File: config.mk
export PLATFORM = sky130hd
export DESIGN_NAME = nco_i2c_config_master_flat
export DESIGN_NICKNAME = d
export VERILOG_FILES = /design/src/rtl/nco_i2c_pkg.sv /design/src/rtl/nco_i2c_config_master_if.sv /design/src/rtl/nco_i2c_config_master_quarter_tick.sv /design/src/rtl/nco_i2c_config_master.sv /design/src/flat_wrapper.sv
export SDC_FILE = /design/constraint.sdc
export NUM_CORES = 1
export LEC_CHECK = 0
export BUFFER_PORTS_ARGS = -buffer_cell sky130_fd_sc_hd__buf_2
export CAP_MARGIN = 20
export CORE_ASPECT_RATIO = 0.8
export CORE_MARGIN = 2
export CORE_UTILIZATION = 45
export DETAILED_ROUTE_END_ITERATION = 12
export PLACE_DENSITY = 0.7
export REMOVE_ABC_BUFFERS = 1
export SLEW_MARGIN = 20
export SYNTH_ARGS = -nofsm -noshare
export SYNTH_HDL_FRONTEND = slang
export SYNTH_SLANG_ARGS = --single-unit
export TNS_END_PERCENT = 30
File: constraint.sdc
create_clock -name clk -period 7.85 [get_ports clk]
set_input_delay 1.57 -clock clk [delete_from_list [all_inputs] [get_ports clk]]
set_output_delay 1.57 -clock clk [all_outputs]
set_load 0.05 [all_outputs]
File: src/rtl/nco_i2c_pkg.sv
// Shared types and constants for the NCO I2C configuration master.
// States, the default slave address, byte-count presets and per-phase quarter counts.
package nco_i2c_pkg;

  typedef enum logic [2:0] {
    ST_IDLE,
    ST_START,
    ST_BIT,
    ST_ACK,
    ST_STOP,
    ST_DONE
  } state_t;

  localparam logic [6:0] SLAVE_ADDR_DEF = 7'h6A;

  localparam int CTRL_ONLY_LEN = 0;
  localparam int DUTY_LEN      = 2;
  localparam int FREQ_LEN      = 8;
  localparam int MAX_LEN       = 8;

  localparam int START_QUARTERS = 2;
  localparam int BIT_QUARTERS   = 4;
  localparam int STOP_QUARTERS  = 3;

  // Lengths above the payload width are treated as a full 8-byte write.
  function automatic logic [3:0] clamp_len(input logic [3:0] len);
    return (len > 4'(MAX_LEN)) ? 4'(MAX_LEN) : len;
  endfunction

endpackage

File: src/rtl/nco_i2c_config_master_if.sv
// Request-side handshake and I2C bus signals of the NCO configuration master.
interface nco_i2c_config_master_if;

  // req is taken on a clock edge where ready is high; on that edge ready falls
  // and busy rises, and busy stays high until the single-cycle done pulse.
  logic        req;
  logic        ready;
  logic [7:0]  ctrl_byte;
  logic [63:0] payload;
  logic [3:0]  payload_len;
  logic        busy;
  logic        done;
  logic        nack_err;
  logic        scl;
  logic        sda_oe;
  logic        sda_in;

  modport master (
    input  req, ctrl_byte, payload, payload_len, sda_in,
    output ready, busy, done, nack_err, scl, sda_oe
  );

  modport slave (
    output req, ctrl_byte, payload, payload_len, sda_in,
    input  ready, busy, done, nack_err, scl, sda_oe
  );

endinterface

File: src/rtl/nco_i2c_config_master_quarter_tick.sv
// SCL quarter-period prescaler: counts 0..CLK_DIV-1 and ticks for one cycle on the last count.
module i2c_quarter_tick #(
  parameter int CLK_DIV = 10
) (
  input  logic clk,
  input  logic reset,
  input  logic clear,
  output logic tick
);

  localparam int              W    = $clog2(CLK_DIV);
  localparam logic [W-1:0]    LAST = W'(CLK_DIV - 1);

  logic [W-1:0] cnt;

  always_ff @(posedge clk) begin
    if (reset || clear) begin
      cnt <= '0;
    end else if (cnt == LAST) begin
      cnt <= '0;
    end else begin
      cnt <= cnt + W'(1);
    end
  end

  assign tick = (cnt == LAST);

endmodule

File: src/rtl/nco_i2c_config_master.sv
// Single-master I2C write engine: START, address byte, control byte, 0..8 payload bytes, STOP.
// All bus changes happen on quarter ticks; outputs are registered in the FSM block.
module nco_i2c_config_master
  import nco_i2c_pkg::*;
#(
  parameter int         CLK_DIV    = 10,
  parameter logic [6:0] SLAVE_ADDR = SLAVE_ADDR_DEF
) (
  input  logic   clk,
  input  logic   reset,
  nco_i2c_config_master_if.master bus,
  output state_t state
);

  localparam logic [7:0] ADDR_BYTE  = {SLAVE_ADDR, 1'b0};
  localparam logic [1:0] START_LAST = 2'(START_QUARTERS - 1);
  localparam logic [1:0] BIT_LAST   = 2'(BIT_QUARTERS - 1);
  localparam logic [1:0] STOP_LAST  = 2'(STOP_QUARTERS - 1);
  localparam logic [1:0] Q_RISE     = 2'd0;
  localparam logic [1:0] Q_FALL     = 2'd2;

  state_t      state_q;
  logic        tick;
  logic [1:0]  quarter;
  logic [2:0]  bit_idx;
  logic [7:0]  cur_byte;
  logic [7:0]  next_byte;
  logic [63:0] pay_q;
  logic [3:0]  bytes_left;
  logic        nack_flag;
  logic        ready_q, busy_q, done_q, nack_err_q, scl_q, sda_oe_q;
  logic [3:0]  len_c;
  logic [63:0] pay_aligned;

  assign len_c       = clamp_len(bus.payload_len);
  // Left-justify the selected bytes so the next byte to send is always pay_q[63:56].
  assign pay_aligned = bus.payload << {4'd8 - len_c, 3'b000};

  i2c_quarter_tick #(.CLK_DIV(CLK_DIV)) u_tick (
    .clk   (clk),
    .reset (reset),
    .clear (state_q == ST_IDLE),
    .tick  (tick)
  );

  always_ff @(posedge clk) begin
    if (reset) begin
      state_q    <= ST_IDLE;
      quarter    <= '0;
      bit_idx    <= '0;
      cur_byte   <= '0;
      next_byte  <= '0;
      pay_q      <= '0;
      bytes_left <= '0;
      nack_flag  <= 1'b0;
      ready_q    <= 1'b1;
      busy_q     <= 1'b0;
      done_q     <= 1'b0;
      nack_err_q <= 1'b0;
      scl_q      <= 1'b1;
      sda_oe_q   <= 1'b0;
    end else begin
      done_q     <= 1'b0;
      nack_err_q <= 1'b0;
      case (state_q)
        ST_IDLE: begin
          scl_q     <= 1'b1;
          sda_oe_q  <= 1'b0;
          nack_flag <= 1'b0;
          ready_q   <= 1'b1;
          if (bus.req) begin
            ready_q    <= 1'b0;
            busy_q     <= 1'b1;
            cur_byte   <= ADDR_BYTE;
            next_byte  <= bus.ctrl_byte;
            pay_q      <= pay_aligned;
            bytes_left <= len_c + 4'd1;
            quarter    <= '0;
            state_q    <= ST_START;
          end
        end

        ST_START: begin
          if (tick) begin
            if (quarter == START_LAST) begin
              quarter  <= '0;
              scl_q    <= 1'b0;
              bit_idx  <= 3'd7;
              sda_oe_q <= ~cur_byte[7];
              state_q  <= ST_BIT;
            end else begin
              quarter  <= quarter + 2'd1;
              sda_oe_q <= 1'b1;
            end
          end
        end

        ST_BIT: begin
          if (tick) begin
            if (quarter == BIT_LAST) begin
              quarter <= '0;
              if (bit_idx == 3'd0) begin
                sda_oe_q <= 1'b0;
                state_q  <= ST_ACK;
              end else begin
                bit_idx  <= bit_idx - 3'd1;
                sda_oe_q <= ~cur_byte[bit_idx - 3'd1];
              end
            end else begin
              quarter <= quarter + 2'd1;
              if (quarter == Q_RISE) scl_q <= 1'b1;
              if (quarter == Q_FALL) scl_q <= 1'b0;
            end
          end
        end

        ST_ACK: begin
          if (tick) begin
            if (quarter == BIT_LAST) begin
              quarter <= '0;
              if (nack_flag || bytes_left == 4'd0) begin
                sda_oe_q <= 1'b1;
                state_q  <= ST_STOP;
              end else begin
                cur_byte   <= next_byte;
                next_byte  <= pay_q[63:56];
                pay_q      <= {pay_q[55:0], 8'h00};
                bytes_left <= bytes_left - 4'd1;
                bit_idx    <= 3'd7;
                sda_oe_q   <= ~next_byte[7];
                state_q    <= ST_BIT;
              end
            end else begin
              quarter <= quarter + 2'd1;
              if (quarter == Q_RISE) scl_q <= 1'b1;
              // SCL has been high for two quarters here; the slave's answer is settled.
              if (quarter == Q_FALL) begin
                scl_q     <= 1'b0;
                nack_flag <= bus.sda_in;
              end
            end
          end
        end

        ST_STOP: begin
          if (tick) begin
            if (quarter == STOP_LAST) begin
              quarter    <= '0;
              done_q     <= 1'b1;
              nack_err_q <= nack_flag;
              busy_q     <= 1'b0;
              state_q    <= ST_DONE;
            end else begin
              quarter <= quarter + 2'd1;
              if (quarter == 2'd0) scl_q    <= 1'b1;
              if (quarter == 2'd1) sda_oe_q <= 1'b0;
            end
          end
        end

        ST_DONE: begin
          ready_q   <= 1'b1;
          nack_flag <= 1'b0;
          state_q   <= ST_IDLE;
        end

        default: begin
          state_q <= ST_IDLE;
        end
      endcase
    end
  end

  assign bus.ready    = ready_q;
  assign bus.busy     = busy_q;
  assign bus.done     = done_q;
  assign bus.nack_err = nack_err_q;
  assign bus.scl      = scl_q;
  assign bus.sda_oe   = sda_oe_q;
  assign state        = state_q;

endmodule
File: src/flat_wrapper.sv
// flat-port wrapper written by rule: the top's interface ports become plain ports
module nco_i2c_config_master_flat import nco_i2c_pkg::*;
#(
  parameter int         CLK_DIV    = 10,
  parameter logic [6:0] SLAVE_ADDR = SLAVE_ADDR_DEF
)
  (clk, reset, state, bus_req, bus_ctrl_byte, bus_payload, bus_payload_len, bus_sda_in, bus_ready, bus_busy, bus_done, bus_nack_err, bus_scl, bus_sda_oe);
  nco_i2c_config_master_if bus_i ();
  input  logic clk;
  input  logic reset;
  output state_t state;
  input wire logic [$bits(bus_i.req)-1:0] bus_req;
  input wire logic [$bits(bus_i.ctrl_byte)-1:0] bus_ctrl_byte;
  input wire logic [$bits(bus_i.payload)-1:0] bus_payload;
  input wire logic [$bits(bus_i.payload_len)-1:0] bus_payload_len;
  input wire logic [$bits(bus_i.sda_in)-1:0] bus_sda_in;
  output wire logic [$bits(bus_i.ready)-1:0] bus_ready;
  output wire logic [$bits(bus_i.busy)-1:0] bus_busy;
  output wire logic [$bits(bus_i.done)-1:0] bus_done;
  output wire logic [$bits(bus_i.nack_err)-1:0] bus_nack_err;
  output wire logic [$bits(bus_i.scl)-1:0] bus_scl;
  output wire logic [$bits(bus_i.sda_oe)-1:0] bus_sda_oe;
  assign bus_i.req = bus_req;
  assign bus_i.ctrl_byte = bus_ctrl_byte;
  assign bus_i.payload = bus_payload;
  assign bus_i.payload_len = bus_payload_len;
  assign bus_i.sda_in = bus_sda_in;
  assign bus_ready = bus_i.ready;
  assign bus_busy = bus_i.busy;
  assign bus_done = bus_i.done;
  assign bus_nack_err = bus_i.nack_err;
  assign bus_scl = bus_i.scl;
  assign bus_sda_oe = bus_i.sda_oe;
  nco_i2c_config_master #(.CLK_DIV(CLK_DIV), .SLAVE_ADDR(SLAVE_ADDR)) u_core (.clk(clk), .reset(reset), .bus(bus_i), .state(state));
endmodule
After elaboration in Yosys (flattened, before gate mapping). Cells that the tools add are included.

Bits in registers: 103. Input bits: 80. Output and inout port bits: 9. Word-level logic and storage cells: 166.

Add/sub/neg operators: 6. $lt $le $gt $ge: 2. Eq/ne operators: 27. Shift operators: 1. Muxes and demuxes: 83. Bitwise gates (word level): 6. Reductions and logical operators: 26.

Operators with widths (count): $mux 64 (4); $pmux 64 s2 (1); $mux 8 (8); $shl 64x7->64 (1); $mux 3 (19); $pmux 8 s2 (2); $mux 1 (27); $ne 2x1->1 const B (12); $mux 4 (5); $reduce_and 9->1 (2); $pmux 3 s5 (1); $mux 2 (7); $ne 2x2->1 const B (6); $reduce_and 10->1 (1); $reduce_and 5->1 (2); $pmux 3 s3 (1); $add 4x1->4 const B (2); $pmux 2 s4 (1); $pmux 4 s2 (1); $reduce_and 4->1 (2); $reduce_bool 2->1 (4); $reduce_and 7->1 (1); $eq 3x2->1 const B (2); $eq 3x3->1 const B (2); 25 further kinds (37).

Longest topological paths before layout. Gate-level depths: netlist (run 1).

Depth in word-level cells: 8. Mapped depth: 13. Depth with buffers taken out: 8.

Modules after synthesis. A second synthesis (run 1) with hierarchy kept.

Cell total of the unflattened synthesis: 821. Area, all modules: 6618.8 µm².

Modules (own cells, without submodules): nco_i2c_config_master (times used 1, cells an instance 805, area an instance 6452.4 µm², seq. area each 1981.9 µm²); i2c_quarter_tick (times used 1, cells an instance 16, area an instance 166.4 µm², seq. area each 80.1 µm²).

Worst setup path after synthesis (run 1). Ideal clock, no wire load.

Kind: input-to-reg. Start point: input bus_payload_len[0]. End point: register u_core.pay_q[41]. Library setup time: 134 ps. Arrival time: 3846 ps. Data required time: 7716 ps. Setup slack: 3870 ps. Stages: 12. Buffers on the path: 6. Path through: buf_4 -> and2b_1 -> buf_6 -> inv_2 -> buf_2 -> buf_2 -> ha_1 -> buf_2 -> clkbuf_1 -> mux4_2 -> a221oi_1 -> a211oi_1.

Word-level cells in the longest chain between the ends: 6.

RTL lines: start, declared (RTL line flat_wrapper.sv:15) `input wire logic [$bits(bus_i.payload_len)-1:0] bus_payload_len;`; $gt 4x4->1 (RTL line nco_i2c_pkg.sv:27) `return (len > 4'(MAX_LEN)) ? 4'(MAX_LEN) : len;`; $mux 4 (*) (RTL line nco_i2c_pkg.sv:27); $sub 4x4->4 (*) (RTL line nco_i2c_config_master.sv:37) `assign pay_aligned = bus.payload << {4'd8 - len_c, 3'b000};`; $shl 64x7->64 (*) (RTL line nco_i2c_config_master.sv:37); $mux 64 (*) (RTL line nco_i2c_config_master.sv:71) `if (bus.req) begin`; $pmux 64 s2 (*) (RTL line nco_i2c_config_master.sv:65) `case (state_q)`; end signal, assigned (RTL line nco_i2c_config_master.sv:76) `pay_q <= pay_aligned;`; end signal, assigned (RTL line nco_i2c_config_master.sv:127) `pay_q <= {pay_q[55:0], 8'h00};`; end, declared (RTL line nco_i2c_config_master.sv:28) `logic [63:0] pay_q;`.

Mark *: on every way between the ends. The rest lies on a longest branch, timed or not. The select of a mux whose other input is x is not followed. A chain may end at the register's enable or synchronous reset.

Worst setup path in the final report (run 1).
Start point: input bus_payload_len[3]. End point: register u_core.pay_q[47].

The elaborated chain is that of the path after synthesis.

==> results by group, run 1 <==
Outcome
  • Outcome: finished clean

Setup path
  • Crit-path leading delay family: compound AO/OA/AOI/OAI gates
  • Slowest stage cell on the critical path: a22oi_1
  • Worst setup SP type: input pin
  • WS Path Type: in2reg
  • CP dominant cell by count: a22oi_1
  • Worst r2r src: u_core.state[1]
  • Worst Setup SP: bus_payload_len[3]
  • Crit path max fanout: 38
  • CP Cell Sequence: buf_2 -> and2b_2 -> inv_2 -> ha_2 -> inv_1 -> a22oi_1 -> a21oi_1 -> a22oi_1 -> a211oi_1
  • Setup slack, reg-to-reg: roughly 4.4 ns
  • Reg2reg path depth: 5
  • Crit-path max cell delay: 0.86 ns
  • Worst Path Arrival: 4.90 ns
  • Worst path required time: ~8 ns
  • R2R Path End: u_core.bytes_left[0]
  • WP buf/inv: 3
  • Critical Path Sink Type: register

Power
  • PwrDens: 197 nW/um2
  • Switching Power: about 0.00044 W
  • Leakage: 2.71 nW
  • Peak VDD IR: 0.115 mV
  • Clock power share: 0.327
  • Switching part of the total power: 0.312
  • Internal: 0.000970 W
  • Combinational share of power: 0.245
  • Sequential Power Share: 0.428

Clock tree
  • Clock root buffer: clkbuf_16
  • Sink Count: approximately 100
  • CTS Hold Buffers Added: 0
  • H-tree levels: 3
  • Num CTS Buffers: 9
  • Clock-pin slew on the worst setup and hold paths: 0.07 ns
  • TritonCTS clock tree: done
  • PostCTS Resize Cnt: 0
  • Longest Clk Path Bufs: 2
  • Setup Fix Bufs, Post-CTS: 0
  • Worst-Skew Late Latency: 0.35 ns

Synth
  • Synth warn: 0
  • Gate count after technology mapping: 760
  • Yosys top cell area share: 0.317
  • Main combinational cell family by area after synthesis: compound AO/OA/AOI/OAI gates
  • Top cells by count, synth: nand2_1, dfxtp_1, nor2_1
  • Sequential-to-total area share from yosys stat: 0.317
  • Mux cell area share after synthesis: 0.140
  • Synth Area in Compound Gates: 0.223
  • Ys flop type: dfxtp_1
  • Ys async rst share: 0
  • Post-synth EDFFs: 0
  • Synthesized area: 6500 um2
  • Cell taking the most area after synthesis: dfxtp_1
  • Synthesized area per cell: around 8.5 um2
  • Most common cell in the netlist: nand2_1
  • Unique masters post-synth: just under 70
  • Synth Register Bits: 103
  • Simple-gate share of the synthesized area: 0.222
  • Top cells by area, synth: dfxtp_1, mux4_2, nand2_1, nor2_1, a221oi_1
  • XOR/XNOR Fraction of Synth Area: 0.00944
  • Adder-Cell Fraction of Synth Area: 0.0212

Flow run
  • Maxcap violations: 0

Place
  • Post-DP HPWL: between 10 and 15 mm
  • GPL Wtd Cong: 0.828
  • IO Port Bufs: 88

Floorplan
  • Die height: 111 um
  • Die outline width: 138 um
  • Cell Rows: 39
  • Die Area: 15400 um2
  • I/O pin count: between 80 and 90
  • Core area: approximately 14000 um2
  • Starting Density: 0.457

GRT
  • GRT overflow: 0
  • GRT Total Usage: 0.226
  • Global-route wire length before repair: 28.7 mm
  • Largest net degree at the start of global routing: 100
  • Initial antenna violation count: 0
  • Vias in the first global route: 5388

Routing
  • Via density: 6.11
  • Drt first pass iters: 5
  • Detail Route Antenna Nets: 0
  • Vias: 6022
  • DRC Markers: 0
  • WL per Instance: roughly 18 um
  • Initial DRC count: approximately 560
  • Drt total wl: 17.5 mm

STA
  • Fin Clk Skew: 0.00955 ns
  • Fin crit period: 4.72 ns
  • Max-slew violations: 0
  • Hold slack final: 0.463 ns
  • Final Setup Violations: 0
  • Part of the cycle the worst path needs: 0.601
  • Relative slew margins: 0.260
  • Total negative setup slack: 0 ns
  • Max Clk Rate: 212 MHz
  • Worst slew pin tran: 1.11 ns
  • Final hold vios: 0
  • RSZ-0062 raised after global routing: false

Worst hold path
  • WHS Path Cells: 2
  • Worst hold path class: reg2reg
  • Worst Hold Path EP: u_core.cur_byte[0]
  • Beginning of the worst hold path: u_core.cur_byte[0]

Cells and area
  • Fin nets: 888
  • Diodes inserted: 0
  • Fillers: about 1300
  • Share of post-route cells with drive strength above 1: 0.195
  • Area Overhead vs Synth: 10.3%
area by class of cell:
class	count	area (um2)	share of cell area
multi-input cells	574	4020	0.561
flip-flops and latches	103	2060	0.288
repair buffers	96	504	0.0704
clock buffers	12	246	0.0344
well taps	184	230	0.0321
clock inverters	4	53.8	0.00751
inverters	13	48.8	0.00681
through the flow:
stage               worst slack (ns)  total power [W]  area (um2)  cells  utilization
floorplan                       1.20         0.000843        6110    690            -
CTS                             3.01          0.00141        7150    985        0.504
global placement                2.78         0.000952        6850    969        0.483
detailed placement              2.67         0.000955        6850    969        0.483
global route                    2.94          0.00148        7160    986        0.504
finish                          3.13          0.00141        7160    986        0.504
worst min-delay path, delay by kind of cell (launching register included):
kind,cells,cell delay (ns)
AO/OA/AOI/OAI,1,0.05
flip-flops,1,0.31
AND/OR/NAND/NOR,1,0.05
worst max path at each step:
stage                  endpoint  depth (start not counted)
2_1_floorplan  u_core.pay_q[10]                          8
3_3_place_gp    u_core.pay_q[7]                         10
3_5_place_dp    u_core.pay_q[1]                         10
4_1_cts         u_core.pay_q[1]                         10
5_1_grt        u_core.pay_q[47]                          9
6_report       u_core.pay_q[47]                          9
layout by cell type, fill, tap and decap left out, types with 2 or more instances in the layout:
cell type and n:
a211oi_1 26, a21oi_1 27, a221oi_1 29, a22oi_1 22, a2bb2oi_1 2, a311oi_1 17, a31oi_1 9, a32oi_1 2
a41o_1 2, and2_1 2, and3b_1 2, and4b_1 2, buf_2 88, buf_4 7, clkbuf_1 2, clkbuf_16 9
clkinvlp_4 2, dfxtp_1 103, ha_1 10, inv_1 12, mux2i_1 10, mux4_1 8, mux4_2 26, nand2_1 117
nand2b_1 6, nand3_1 26, nand4_1 3, nor2_1 93, nor2b_1 12, nor3_1 26, nor3_2 2, nor3b_1 2
o211ai_1 9, o21ai_0 28, o21bai_1 4, o22ai_1 9, or2_2 2, or4_1 2, xnor2_1 5, xor2_1 2
cell families (layout without fill, tap and decap cells):
kind of cell | count (synthesis) | after routing
and+or+nand+nor | 311 | 311
AOI/OAI and AO/OA | 200 | 200
DFF | 103 | 103
buffers and inverters | 83 | 125
muxes | 45 | 45
adders and majority gates | 11 | 11
xor gates and xnor gates | 7 | 7
state kept, by name, summed over array words and instances (netlist names), 2 cells and up:
register and cells:
u_core.quarter 2, u_core.cur_byte 8, u_core.pay_q 64, u_core.state 3, u_core.bytes_left 4, u_core.next_byte 8, u_core.bit_idx 3, u_core.u_tick.cnt 4
per-layer routing:
layer,vias up,GRT usage,wire length [um]
met2,223,0.334,7590
met1,2876,0.349,8590
met5,-,0,0
li1,2910,-,-
met3,13,0.0417,1190
met4,0,0.0374,111
power by group through the flow:
stage	registers [W]	logic, W	clock network [W]
after detailed placement	0.000614	0.000341	0
after floorplan	0.000615	0.000228	0
after global routing	0.000610	0.000381	0.000485
after global placement	0.000614	0.000337	0
after CTS	0.000603	0.000342	0.000467
final	0.000604	0.000345	0.000461
Power figures use the tool's default switching activity.
==> run 2, diff against run 1 <==
- clock period: 7.85 -> 4.6 ns (I/O delays scaled with it)
==> run 2 against run 1 <==
Against the previous run:
- non-clock buffer count increased by 4
- global-route usage decreased by 0.077 points
- count of clock-buffer cells in the layout decreased by 2
- register-to-register slack got worse by 3.0 ns
- wire length decreased by 0.18%
- final cell count increased by 0.41%
- combinational power increased by 71%
- clock skew increased by 0.0027 ns
- sequential power increased by 71%
- utilization increased by 0.19 points
- via count increased by 0.51%
- hold slack got worse by 0.0058 ns
- largest power group unchanged
==> results by group, run 2 (same netlist as run 1, synthesis figures left out) <==
Routing
  • WL per Instance: 17.6 um (was 17.7 um)
  • Drt first pass iters: 5 (unchanged)
  • Drt total wl: 17.5 mm (about the same)
  • Vias: 6053 (was 6022)
  • Via density: 6.11 (about the same)
  • DRC Markers: 0 (unchanged)
  • Detail Route Antenna Nets: 0 (unchanged)
  • Initial DRC count: 585 (was 563)

Floorplan
  • Cell Rows: 39 (unchanged)
  • Die Area: 15400 um2 (unchanged)
  • Die height: 111 um (unchanged)
  • Die outline width: 138 um (unchanged)
  • Core area: 14200 um2 (unchanged)
  • I/O pin count: 89 (unchanged)
  • Starting Density: 0.457 (unchanged)

Cells and area
  • Share of post-route cells with drive strength above 1: 0.200 (was 0.195)
  • Most common cell after layout, fill and taps aside: nand2_1 (unchanged)
  • Biggest registers after layout: u_core.pay_q x64, u_core.cur_byte x8, u_core.next_byte x8 (unchanged)
  • Fin nets: 892 (was 888)
  • Area Overhead vs Synth: 10.7% (was 10.3%)
  • Diodes inserted: 0 (unchanged)
  • Post-Layout Cell Count: 990 (was 986)
  • Util after Layout: 0.506 (was 0.504)
  • Biggest register: u_core.pay_q (unchanged)
  • Max reg flops: 64 (unchanged)
  • Most frequent cells in the layout: nand2_1, dfxtp_1, nor2_1 (unchanged)
  • Post-route cell area: 7190 um2 (was 7160 um2)

Clock tree
  • Worst-Skew Late Latency: 0.35 ns (about the same)
  • Clock-pin slew on the worst setup and hold paths: 0.07 ns (about the same)
  • TritonCTS clock tree: done (unchanged)
  • Longest Clk Path Bufs: 2 (unchanged)
  • Num CTS Buffers: 9 (unchanged)
  • PostCTS Resize Cnt: 0 (unchanged)
  • H-tree levels: 3 (unchanged)
  • CTS Hold Buffers Added: 0 (unchanged)
  • Sink Count: 103 (unchanged)
  • Setup Fix Bufs, Post-CTS: 0 (unchanged)
  • Clock root buffer: clkbuf_16 (unchanged)

STA
  • Relative slew margins: 0.290 (was 0.260)
  • Final hold vios: 0 (unchanged)
  • Fin Clk Skew: 0.0122 ns (was 0.00955 ns)
  • RSZ-0062 raised after global routing: false (unchanged)
  • Max-slew violations: 0 (unchanged)
  • Part of the cycle the worst path needs: 0.708
  • Worst slew pin tran: 1.06 ns (was 1.11 ns)
  • Total negative setup slack: 0 ns (unchanged)
  • Fin crit period: 3.26 ns
  • Worst Setup Slack, final: 1.34 ns (was 3.13 ns)
  • Max Clk Rate: 307 MHz
  • Final Setup Violations: 0 (unchanged)

Setup path
  • WS Path Type: reg2reg (was in2reg)
  • Crit-path max cell delay: 1.02 ns (was 0.86 ns)
  • Crit path max fanout: 78 (was 38)
  • Worst Path Arrival: 3.49 ns (was 4.90 ns)
  • Worst setup SP type: register (was input pin)
  • CP Cell Sequence: nand3b_4 -> or4_1 -> nand2_8 -> nor2_1 -> a311oi_1 (was buf_2 -> and2b_2 -> inv_2 -> ha_2 -> inv_1 -> a22oi_1 -> a21oi_1 -> a22oi_1 -> a211oi_1)
  • Critical Path Sink Type: register (unchanged)
  • Slowest stage cell on the critical path: or4_1 (was a22oi_1)
  • Worst path required time: 4.84 ns (was 8.03 ns)

Power
  • Combinational share of power: 0.244 (was 0.245)
  • Leakage: 2.73 nW (was 2.71 nW)
  • Peak VDD IR: 0.193 mV (was 0.115 mV)
  • Switching Power: 0.000776 W (was 0.000440 W)
  • Switching part of the total power: 0.320 (was 0.312)
  • Internal: 0.00165 W (was 0.000970 W)
  • Clock power share: 0.331 (was 0.327)
  • PwrDens: 337 nW/um2 (was 197 nW/um2)
  • Sequential Power Share: 0.425 (was 0.428)

GRT
  • Largest net degree at the start of global routing: 79 (was 100)
  • GRT Total Usage: 0.225 (was 0.226)
  • Global-route wire length before repair: 28.8 mm (was 28.7 mm)
  • Gr busiest metal: met1 (unchanged)
  • Met3 Use GR: 0.0443 (was 0.0417)
  • Initial antenna violation count: 0 (unchanged)
  • GRT met1 Usage: 0.342 (was 0.349)
  • GRT overflow: 0 (unchanged)
  • Vias in the first global route: 5482 (was 5388)
  • GRT met2 Usage: 0.329 (was 0.334)

Worst hold path
  • Worst hold path class: reg2reg (unchanged)

Place
  • Post-DP HPWL: 11.5 mm (was 11.2 mm)
  • Post-DP Area: 6890 um2 (was 6850 um2)
  • Place WS: 1.16 ns (was 2.67 ns)
  • GPL Wtd Cong: 0.790 (was 0.828)
  • Placed cell count: 974 (was 969)
  • IO Port Bufs: 88 (unchanged)

Flow run
  • Maxcap violations: 0 (unchanged)

Outcome
  • Outcome: finished clean (unchanged)
[run 2: cell types whose count changed in the layout (fill, tap and decap cells not counted)]
| cell | change |
|---|---|
| buf_4 | +5 |
| inv_6 | +3 |
| buf_6 | -1 |
| clkbuf_1 | -1 |
| clkbuf_8 | -1 |
| clkinvlp_4 | -1 |
[run 2: worst paths after layout]
check / end / cells after the start / from / slack [ns]
worst min-delay path: u_core.cur_byte[5] / 2 / u_core.cur_byte[5] / 0.46
worst min register to register: u_core.cur_byte[5] / 2 / u_core.cur_byte[5] / 0.46
worst max register to register: u_core.pay_q[39] / 5 / u_core.state[0] / 1.34
worst max-delay path: u_core.pay_q[39] / 5 / u_core.state[0] / 1.34
[run 2: area by class of cell]
cell class / count / area [um2]
Sequential cell: 103 / 2060
Fill cell: 1358 / 7010
Multi-Input combinational cell: 574 / 4020
Clock inverter: 6 / 72.6
Timing Repair Buffer: 100 / 531
Inverter: 13 / 48.8
Tap cell: 184 / 230
Clock buffer: 10 / 229
[run 2: metrics by stage]
| stage | hold WS, ns | total power, W |
|---|---|---|
| global route | 0.481 | 0.00253 |
| floorplan | 0.423 | 0.00144 |
| global placement | 0.444 | 0.00163 |
| detailed placement | 0.447 | 0.00163 |
| CTS | 0.457 | 0.00242 |
| finish | 0.457 | 0.00242 |
[run 2: worst max-delay path, delay by kind of cell, from the launching register on]
family	cells	cell delay [ns]
compound gates	1	0.29
flops	1	0.74
simple gates	4	2.09
[run 2: routing by layer]
layer | routed length [um] | vias up
met5 | 0 | -
li1 | - | 2912
met4 | 240 | 0
met2 | 7430 | 249
met3 | 1350 | 22
met1 | 8440 | 2870
[run 2: power by group through the flow]
stage          combinational [W]  sequential, W  clock [W]
2_1_floorplan           0.000389        0.00105          0
6_report                0.000591        0.00103   0.000801
4_1_cts                 0.000586        0.00103   0.000806
3_3_place_gp            0.000580        0.00105          0
3_5_place_dp            0.000584        0.00105          0
5_1_grt                 0.000651        0.00104   0.000841
==> run 3, diff against run 2 <==
- ABC_AREA: default -> 1
- PLACE_DENSITY: 0.7 -> 0.72
- clock period: 4.6 -> 2.8 ns (I/O delays scaled with it)
==> run 3 against run 2 <==
Against the previous run:
- via count increased by 27%
- cell area up 6.4%
- highest routed layer unchanged
- global-route usage up 3.1 points
- largest cell class unchanged
- utilization is 0.64 points higher
- critical path depth rose by 5
- sequential share of layout area is 1.7 points lower
- register-to-register slack got worse by 0.82 ns
- clock power increased by 61%
- sequential power is 110% higher
- critical path type unchanged
==> results by group, run 3 <==
Cells and area
  • Diodes inserted: 0 (unchanged)
  • Fillers: 1541 (was 1358)
  • Area Overhead vs Synth: 12.2% (was 10.7%)
  • Share of post-route cells with drive strength above 1: 0.126 (was 0.200)
  • Most common cell after layout, fill and taps aside: nand2_1 (unchanged)
  • Fin nets: 1268 (was 892)
  • Most frequent cells in the layout: nand2_1, nand3_1, dfxtp_1 (was nand2_1, dfxtp_1, nor2_1)
  • Biggest register: u_core.pay_q (unchanged)
  • Post-Layout Cell Count: 1370 (was 990)
  • Max reg flops: 64 (unchanged)
  • Biggest registers after layout: u_core.pay_q x64, u_core.cur_byte x8, u_core.next_byte x8 (unchanged)
  • Post-route cell area: 7650 um2 (was 7190 um2)

Clock tree
  • Clock root buffer: clkbuf_16 (unchanged)
  • Longest Clk Path Bufs: 2 (unchanged)
  • H-tree levels: 3 (unchanged)
  • Setup Fix Bufs, Post-CTS: 0 (unchanged)
  • Clock-pin slew on the worst setup and hold paths: 0.07 ns (about the same)
  • Sink Count: 103 (unchanged)
  • TritonCTS clock tree: done (unchanged)
  • Worst-Skew Late Latency: 0.35 ns (about the same)
  • Num CTS Buffers: 9 (unchanged)
  • PostCTS Resize Cnt: 0 (unchanged)
  • CTS Hold Buffers Added: 0 (unchanged)

Worst hold path
  • Beginning of the worst hold path: u_core.bus.ready (was u_core.cur_byte[5])
  • Worst Hold Path EP: u_core.bus.ready (was u_core.cur_byte[5])
  • Worst hold path class: reg2reg (unchanged)
  • WHS Path Cells: 2 (unchanged)

STA
  • Final hold vios: 0 (unchanged)
  • Part of the cycle the worst path needs: 0.812 (was 0.708)
  • Fin Clk Skew: 0.00715 ns (was 0.0122 ns)
  • Final Setup Violations: 0 (unchanged)
  • RSZ-0062 raised after global routing: false (unchanged)
  • Fin crit period: 2.27 ns (was 3.26 ns)
  • Max-slew violations: 0 (unchanged)
  • Max Clk Rate: 440 MHz (was 307 MHz)
  • Relative slew margins: 0.525 (was 0.290)
  • Worst Setup Slack, final: 0.526 ns (was 1.34 ns)
  • Worst slew pin tran: 0.712 ns (was 1.06 ns)
  • Hold slack final: 0.462 ns (was 0.457 ns)

Place
  • GPL Wtd Cong: 0.942 (was 0.790)
  • Post-DP Area: 7350 um2 (was 6890 um2)
  • Post-DP HPWL: 13.1 mm (was 11.5 mm)
  • Placed cell count: 1355 (was 974)
  • IO Port Bufs: 88 (unchanged)
  • Place WS: 0.238 ns (was 1.16 ns)

Routing
  • Vias: 7660 (was 6053)
  • WL per Instance: 14.7 um (was 17.6 um)
  • Drt total wl: 20.2 mm (was 17.5 mm)
  • Via density: 5.59 (was 6.11)
  • DRC Markers: 0 (unchanged)
  • Detail Route Antenna Nets: 0 (unchanged)
  • Initial DRC count: 667 (was 585)
  • Drt first pass iters: 5 (unchanged)

GRT
  • Initial antenna violation count: 0 (unchanged)
  • Global-route wire length before repair: 33.6 mm (was 28.8 mm)
  • GRT overflow: 0 (unchanged)
  • Largest net degree at the start of global routing: 65 (was 79)
  • Vias in the first global route: 6795 (was 5482)
  • GRT Total Usage: 0.256 (was 0.225)

Power
  • Leakage: 3.65 nW (was 2.73 nW)
  • PwrDens: 868 nW/um2 (was 337 nW/um2)
  • Peak VDD IR: 0.481 mV (was 0.193 mV)

Floorplan
  • Cell Rows: 40 (was 39)
  • Starting Density: 0.457 (about the same)
  • Die Area: 16200 um2 (was 15400 um2)
  • I/O pin count: 89 (unchanged)
  • Die outline width: 142 um (was 138 um)
  • Die height: 114 um (was 111 um)
  • Core area: 14900 um2 (was 14200 um2)

Setup path
  • Setup slack, reg-to-reg: 0.53 ns (was 1.34 ns)
  • R2R Path End: u_core.pay_q[54] (was u_core.pay_q[39])
  • Critical Path Sink Type: register (unchanged)
  • Reg2reg path depth: 10 (was 5)
  • WS Path Type: reg2reg (unchanged)
  • Worst path required time: 3.10 ns (was 4.84 ns)
  • Crit path max fanout: 16 (was 78)
  • Worst setup SP type: register (unchanged)
  • Worst r2r src: u_core.state[2] (was u_core.state[0])
  • Worst Path Arrival: 2.57 ns (was 3.49 ns)

Synth
  • Yosys top cell area share: 0.303 (was 0.317)
  • Top cells by count, synth: nand2_1, nand3_1, dfxtp_1 (was nand2_1, dfxtp_1, nor2_1)
  • Unique masters post-synth: 38 (was 69)
  • Post-synth EDFFs: 0 (unchanged)
  • Most common cell in the netlist: nand2_1 (unchanged)
  • Ys async rst share: 0 (unchanged)
  • Synth warn: 0 (unchanged)
  • Cell taking the most area after synthesis: dfxtp_1 (unchanged)
  • Sequential-to-total area share from yosys stat: 0.303 (was 0.317)
  • Synthesized area per cell: 6.03 um2 (was 8.55 um2)
  • Gate count after technology mapping: 1130 (was 760)
  • Synth Register Bits: 103 (unchanged)
  • Synthesized area: 6820 um2 (was 6500 um2)
  • Ys flop type: dfxtp_1 (unchanged)
  • Top cells by area, synth: dfxtp_1, nand2_1, nand3_1, a21oi_1, o21ai_0 (was dfxtp_1, mux4_2, nand2_1, nor2_1, a221oi_1)

Flow run
  • Maxcap violations: 0 (unchanged)

Outcome
  • Outcome: finished clean (unchanged)
==> run 3: how the worst max path moves through the flow <==
stage	from	to	slack (ns)	depth (start not counted)
floorplan	bus_payload_len[0]	u_core.pay_q[57]	-2.59	12
global placement	bus_payload_len[0]	u_core.pay_q[52]	0.27	12
detailed placement	bus_payload_len[0]	u_core.pay_q[50]	0.24	12
CTS	u_core.state[2]	u_core.pay_q[59]	0.56	10
global route	u_core.state[1]	u_core.pay_q[57]	0.33	10
finish	u_core.state[2]	u_core.pay_q[54]	0.53	10
==> run 3: area by class of cell <==
class	count	area [um2]	share of cell area
multi-input cells	855	4050	0.529
flip-flops and latches	103	2060	0.270
repair buffers	109	636	0.0831
inverters	99	372	0.0486
well taps	189	236	0.0309
clock buffers	9	225	0.0295
clock inverters	6	71.3	0.00933
==> run 3: cells by family (layout without fill, tap and decap cells) <==
kind of cell | count (synthesis) | count (layout) | share of synthesized area
AOI/OAI and AO/OA | 201 | 201 | 0.155
xor gates and xnor gates | 4 | 4 | 0.00624
adders and majority gates | 11 | 11 | 0.0202
and+or+nand+nor | 639 | 639 | 0.412
buffers and inverters | 172 | 223 | 0.105
DFF | 103 | 103 | 0.303
==> run 3: per-stage QoR <==
step	util	setup TNS (ns)	total power, W
2_1_floorplan	-	-152.50	0.00439
3_3_place_gp	0.493	0	0.00528
3_5_place_dp	0.493	0	0.00533
4_1_cts	0.513	0	0.00663
5_1_grt	0.513	0	0.00720
6_report	0.513	0	0.00664
==> run 3: routing by layer <==
layer | share of wire | track usage | vias to the layer above
li1 | - | - | 3809
met1 | 0.47 | 0.366 | 3457
met2 | 0.42 | 0.387 | 350
met3 | 0.085 | 0.0452 | 44
met4 | 0.027 | 0.0907 | 0
met5 | 0 | 0 | -
==> run 3: power by group <==
group | switching (W) | internal, W
registers | 0.000277 | 0.00191
clock network | 0.000591 | 0.000695
logic | 0.00212 | 0.00104
==> run 3: critical path, stage by stage (launching register included) <==
cell	delay [ns]
dfxtp_1	0.46
inv_2	0.14
nand3_2	0.16
nand2_2	0.11
inv_1	0.47
nand2_1	0.18
inv_2	0.35
nand3_1	0.15
nand3_1	0.10
nand2_1	0.05
inv_1	0.04
